`src/rtl/write_address_counter.sv`:
```
// Write-side address counter: 15-entry one-hot ring pointer with occupancy tracking.
// Define WRITE_OVERFLOW_FLAG_EN to build the sticky write-while-full Overflow flag.
module write_address_counter #(
  parameter int Init = 0
) (
  input  logic       clk,
  input  logic       rst_n,
  input  logic       WriteEn,
  input  logic       ReadEn,
  output logic [3:0] WriteReg,
  output logic       WriteAccept,
  output logic [3:0] Count,
  output logic       Full,
  output logic       Empty,
  output logic       Overflow
);

  localparam logic [14:0] INIT_ONEHOT = 15'(1) << Init;

  logic [14:0] wr_ptr_reg, wr_ptr_next, wr_ptr_rot;
  logic [3:0]  count_reg, count_next;
  logic        read_accept;

  assign Full        = (count_reg == 4'd15);
  assign Empty       = (count_reg == 4'd0);
  assign Count       = count_reg;
  assign WriteAccept = WriteEn & ~Full;
  assign read_accept = ReadEn & ~Empty;

  genvar gi;
  generate
    for (gi = 0; gi < 15; gi++) begin : g_rot
      assign wr_ptr_rot[gi] = wr_ptr_reg[(gi + 14) % 15];
    end
  endgenerate

  // An all-zero pointer is a corrupted state; it recovers to Init on the next edge.
  always_comb begin
    wr_ptr_next = wr_ptr_reg;
    if (wr_ptr_reg == '0)
      wr_ptr_next = INIT_ONEHOT;
    else if (WriteAccept)
      wr_ptr_next = wr_ptr_rot;
  end

  always_comb begin
    count_next = count_reg;
    case ({WriteAccept, read_accept})
      2'b10:   count_next = count_reg + 4'd1;
      2'b01:   count_next = count_reg - 4'd1;
      default: count_next = count_reg;
    endcase
  end

  always_comb begin
    WriteReg = '0;
    for (int i = 0; i < 15; i++)
      if (wr_ptr_reg[i]) WriteReg = WriteReg | 4'(i);
  end

  always_ff @(posedge clk or negedge rst_n) begin
    if (!rst_n) begin
      wr_ptr_reg <= INIT_ONEHOT;
      count_reg  <= '0;
    end else begin
      wr_ptr_reg <= wr_ptr_next;
      count_reg  <= count_next;
    end
  end

`ifdef WRITE_OVERFLOW_FLAG_EN
  logic overflow_reg;

  always_ff @(posedge clk or negedge rst_n) begin
    if (!rst_n)
      overflow_reg <= 1'b0;
    else if (WriteEn && Full)
      overflow_reg <= 1'b1;
  end

  assign Overflow = overflow_reg;
`else
  assign Overflow = 1'b0;
`endif

endmodule

```
`config.mk`:
```
export PLATFORM = sky130hd
export DESIGN_NAME = write_address_counter
export DESIGN_NICKNAME = d
export VERILOG_FILES = /design/src/rtl/write_address_counter.sv
export SDC_FILE = /design/constraint.sdc
export NUM_CORES = 1
export LEC_CHECK = 0
export BUFFER_PORTS_ARGS = -buffer_cell sky130_fd_sc_hd__clkbuf_2
export CORE_MARGIN = 2
export CORE_UTILIZATION = 25
export DETAILED_ROUTE_END_ITERATION = 16
export SYNTH_ARGS = -nofsm -noshare
export SYNTH_HDL_FRONTEND = slang
export SYNTH_SLANG_ARGS = --single-unit
```
`constraint.sdc`:
```
create_clock -name clk -period 4.88 [get_ports clk]
set_input_delay 0.976 -clock clk [delete_from_list [all_inputs] [get_ports clk]]
set_output_delay 0.976 -clock clk [all_outputs]
set_load 0.01 [all_outputs]
```
Word-level counts from Yosys, hierarchy flattened:

Index checks and enable logic that the tools add are counted.

* register bits: 19
* input port bits: 4
* output and inout bits: 12
* logic and storage cells: 32

* add/sub/neg operators: 2
* equality and inequality tests: 3
* mux-type cells: 17
* bitwise logic cells: 4
* reduce and logical (&&, ||, !) cells: 4

Operators with widths (count)
* $mux W15: 2
* $mux W4: 7
* $logic_not A15 Y1: 1
* $mux W3: 4
* $pmux W4 S2: 1
* $add A4 B1 Y4 const B: 1
* $eq A4 B4 Y1 const B: 1
* $logic_not A4 Y1: 1
* $mux W2: 2
* $reduce_bool A2 Y1: 2
* $sub A4 B1 Y4 const B: 1
* $and A1 B1 Y1: 2
* $eq A2 B1 Y1 const B: 1
* $eq A2 B2 Y1 const B: 1
* $not A1 Y1: 2
* $mux W1: 1

Longest topological paths before layout:

* word-level depth: 14
* gate-level depth with buffers: 9
* mapped depth without buffers: 8

Least setup slack after synthesis:

Ideal clock, no wire load.

* path type: input-to-reg
* from: input WriteEn
* to: register count_reg[3] (netlist: Count[3])
* library setup time: 0.116 ns
* data arrival time: 2.321 ns
* data required time: 4.764 ns
* slack: 2.443 ns
* cell stages on the path: 7
* path buffers: 1
* cells stage by stage: nand2_4 > buf_12 > ha_1 > ha_1 > a21oi_1 > o21ai_0 > o311ai_0

* cells in the longest elaborated chain, start to end: 3
* elaborated cells on any way between the ends: 5
* those cells by class: eq/ne (2); mux (1); bitwise (1); reduce/logical (1)

RTL lines
* from (decl): RTL line 8 `input logic WriteEn,`
* $and A1 B1 Y1 (*): RTL line 27 `assign WriteAccept = WriteEn & ~Full;`
* $eq A2 B1 Y1 or $eq A2 B2 Y1 (tied branches): RTL line 48 `case ({WriteAccept, read_accept})`
* $pmux W4 S2 or $reduce_bool A2 Y1 (tied branches)
* to (signal assigned): RTL line 67 `count_reg <= count_next;`
* to (decl): RTL line 21 `logic [3:0] count_reg, count_next;`

Mark *: on every way between the ends. The rest lies on a longest branch, timed or not.
A chain may end at the register's enable or synchronous reset.

Worst setup path after layout:

Ends and elaborated chain as after synthesis.

==> results.cfg <==
[outcome]
outcome = complete, no violations

[logic_synthesis]
synth_seq_cells = 19
synth_seq_area_share = 0.4618
yosys.cell_types.count = 31
yosysWarnings = 0
postSynthCellCount = 85
syn_area_per_cell_sq_um = 12.14
ys_async_sr_fraction = 1.000
syn_area_sq_um = 1032
synth_edf_count = 0
synth_fp_nets = 93
synth-main-ff-cell = dfrtp_1

[die]
die_area_sq_um = 4659
row_count = 23
die_x_um = 68.26
floorplan.initialDensity = 0.2581
core_sq_um = 4000
die_h_um = 68.26
io_pins = 16

[detailed_routing]
routed_wl_um = 1952
drt_iter0_drc = 5
ant_nets = 0
drc = 0
dr.pass1.iters = 4
wl_per_cell_um = 13.01
vias = 694
vias_per_cell = 4.627

[power]
cellInternalPower_mw = 0.4547
leakage_nw = 0.5547
peakVddDrop_mv = 0.2407
p_seq_frac = 0.425
pwr-share-comb = 0.426
p_clk_frac = 0.149
p_sw_frac = 0.4031
p_total_mw = 0.7617
power.switching_mw = 0.3071
power.density_nw_per_um2 = 644.2

[place]
numPortBuffers = 14
placed_cell_area_sq_um = 1134
place_hpwl_um = 1472
place_ws_ps = 2112
gp_congestion = 0.7578

[global_route]
antenna_found_initial = 0
grt_pass1_wl_um = 3567
grt_pass1_vias = 747
grt_max_degree = 20
grtUsageTotal = 0.1010
grt.overflow.total = 0

[worst_setup_path]
crit_buf_inv = 1
critPathMaxStageDelay_ps = 350
cp.required_ps = 5020
crit_top_cell = ha_1
cp_max_fo = 17
cp_slowest_cell = ha_1
cp-start-kind = primary input
critPathKind = in -> reg
crit_path_end_kind = register
cpLargestDelayFamily = compound AO/OA/AOI/OAI gates
crit_chain = clkbuf_2 -> nand2_4 -> ha_1 -> ha_1 -> a21oi_1 -> o21ai_0 -> o311ai_0
cp.arrival_ps = 2670

[timing]
slew_viol_final = 0
worst_clock_skew_ps = 8.688
finalSetupViolCount = 0
hold_viol = 0
setup_tns_ps = 0
min_period_over_period = 0.5187
fmaxAchievable_ghz = 0.3951
layout_min_cycle_time_ps = 2531
rsz0062_at_grt = no
fin_ws_ps = 2349

[cells_and_area]
layout.nets = 109
stdcell_area_sq_um = 1182
drive_gt1_frac = 0.3800
multi_input_area_sq_um = 498.0
layout_commonest_cell = dfrtp_1
regArea_sq_um = 476.7
fillers = 410
area_growth_pct = 14.55
n_antenna_cell = 0
largest_reg_flops = 15
mostFrequentLayoutCells = dfrtp_1 (18), clkbuf_2 (14), mux2_4 (8)

[clock_tree]
clockBufferDepth = 2
htree_num_levels = 1
clkTransAtPathRegs_ps = 80
clk_latency_ps = 260
clock_sinks = 19
root_buffer = clkbuf_8
cts_setup_buffers = 0
cts_hold_buf = 0
cts_resized = 0
cts_tree = yes
cts_buffers = 3

[min_path]
hold_path.class = reg -> reg

[flow_run]
cap_viol_max_count = 0
## routing by layer
layer,track usage,part of all wire,vias up
li1,-,-,331
met1,0.1347,0.46,346
met2,0.1590,0.48,15
met3,0.01809,0.040,2
met4,0.04500,0.012,0
met5,0,0,-
## power by group through the flow
stage          Clock (mW)  Sequential, mW  Combinational [mW]
6_report            0.114           0.324               0.324
5_1_grt             0.124           0.338               0.369
4_1_cts             0.118           0.326               0.330
3_5_place_dp            0           0.328               0.328
3_3_place_gp            0           0.323               0.314
2_1_floorplan           0           0.310               0.238
## worst paths after layout
check	depth (start not counted)	slack (ps)	startpoint	to
max in group asynchronous	1	3870	rst_n	wr_ptr_reg[0]
worst max-delay path	7	2350	WriteEn	Count[3]
worst max register to register	7	2480	Count[0]	Count[3]
worst min register to register	2	500	wr_ptr_reg[0]	wr_ptr_reg[0]
min in group asynchronous	1	660	rst_n	Count[0]
worst min-delay path	2	500	wr_ptr_reg[0]	wr_ptr_reg[0]
## through the flow
stage                 util  hold slack (ps)  cells
CTS                 0.2956            501.9    150
global route        0.2956            530.6    150
global placement    0.2834            489.0    146
detailed placement  0.2834            487.5    146
floorplan                -            474.0     85
finish              0.2956            500.8    150
## layout make-up
cell class                 instances  area share
timing repair buffer              14     0.05926
clock inverter                     1    0.006349
clock buffer                       3     0.03492
inverter                           7     0.02222
multi-input combinational         56      0.4212
sequential                        19      0.4032
tap                               50     0.05291
## cell families after synthesis
group / share of synthesized area
other cells: 0.003633
compound gates: 0.02787
xor+xnor: 0.01697
flops: 0.4618
mux: 0.1915
simple gates: 0.1867
fa+ha+maj: 0.05576
buf+inv: 0.05576
## tightest hold or removal path, stage by stage, from the launching register on
cell and delay (ps):
dfstp_2 380, nand2_1 50, nand3_1 70
## Yosys cell counts (2+ instances only)
cell	n	area share
dfrtp_1	18	0.44
ha_1	3	0.036
inv_1	7	0.025
mux2_2	6	0.065
mux2_4	8	0.12
nand2_1	7	0.025
nand3_1	2	0.0097
nor3_1	4	0.019
nor4_1	5	0.030
nor4_2	2	0.024
o21ai_0	3	0.015
No activity file was read; power rests on OpenSTA's default activity.
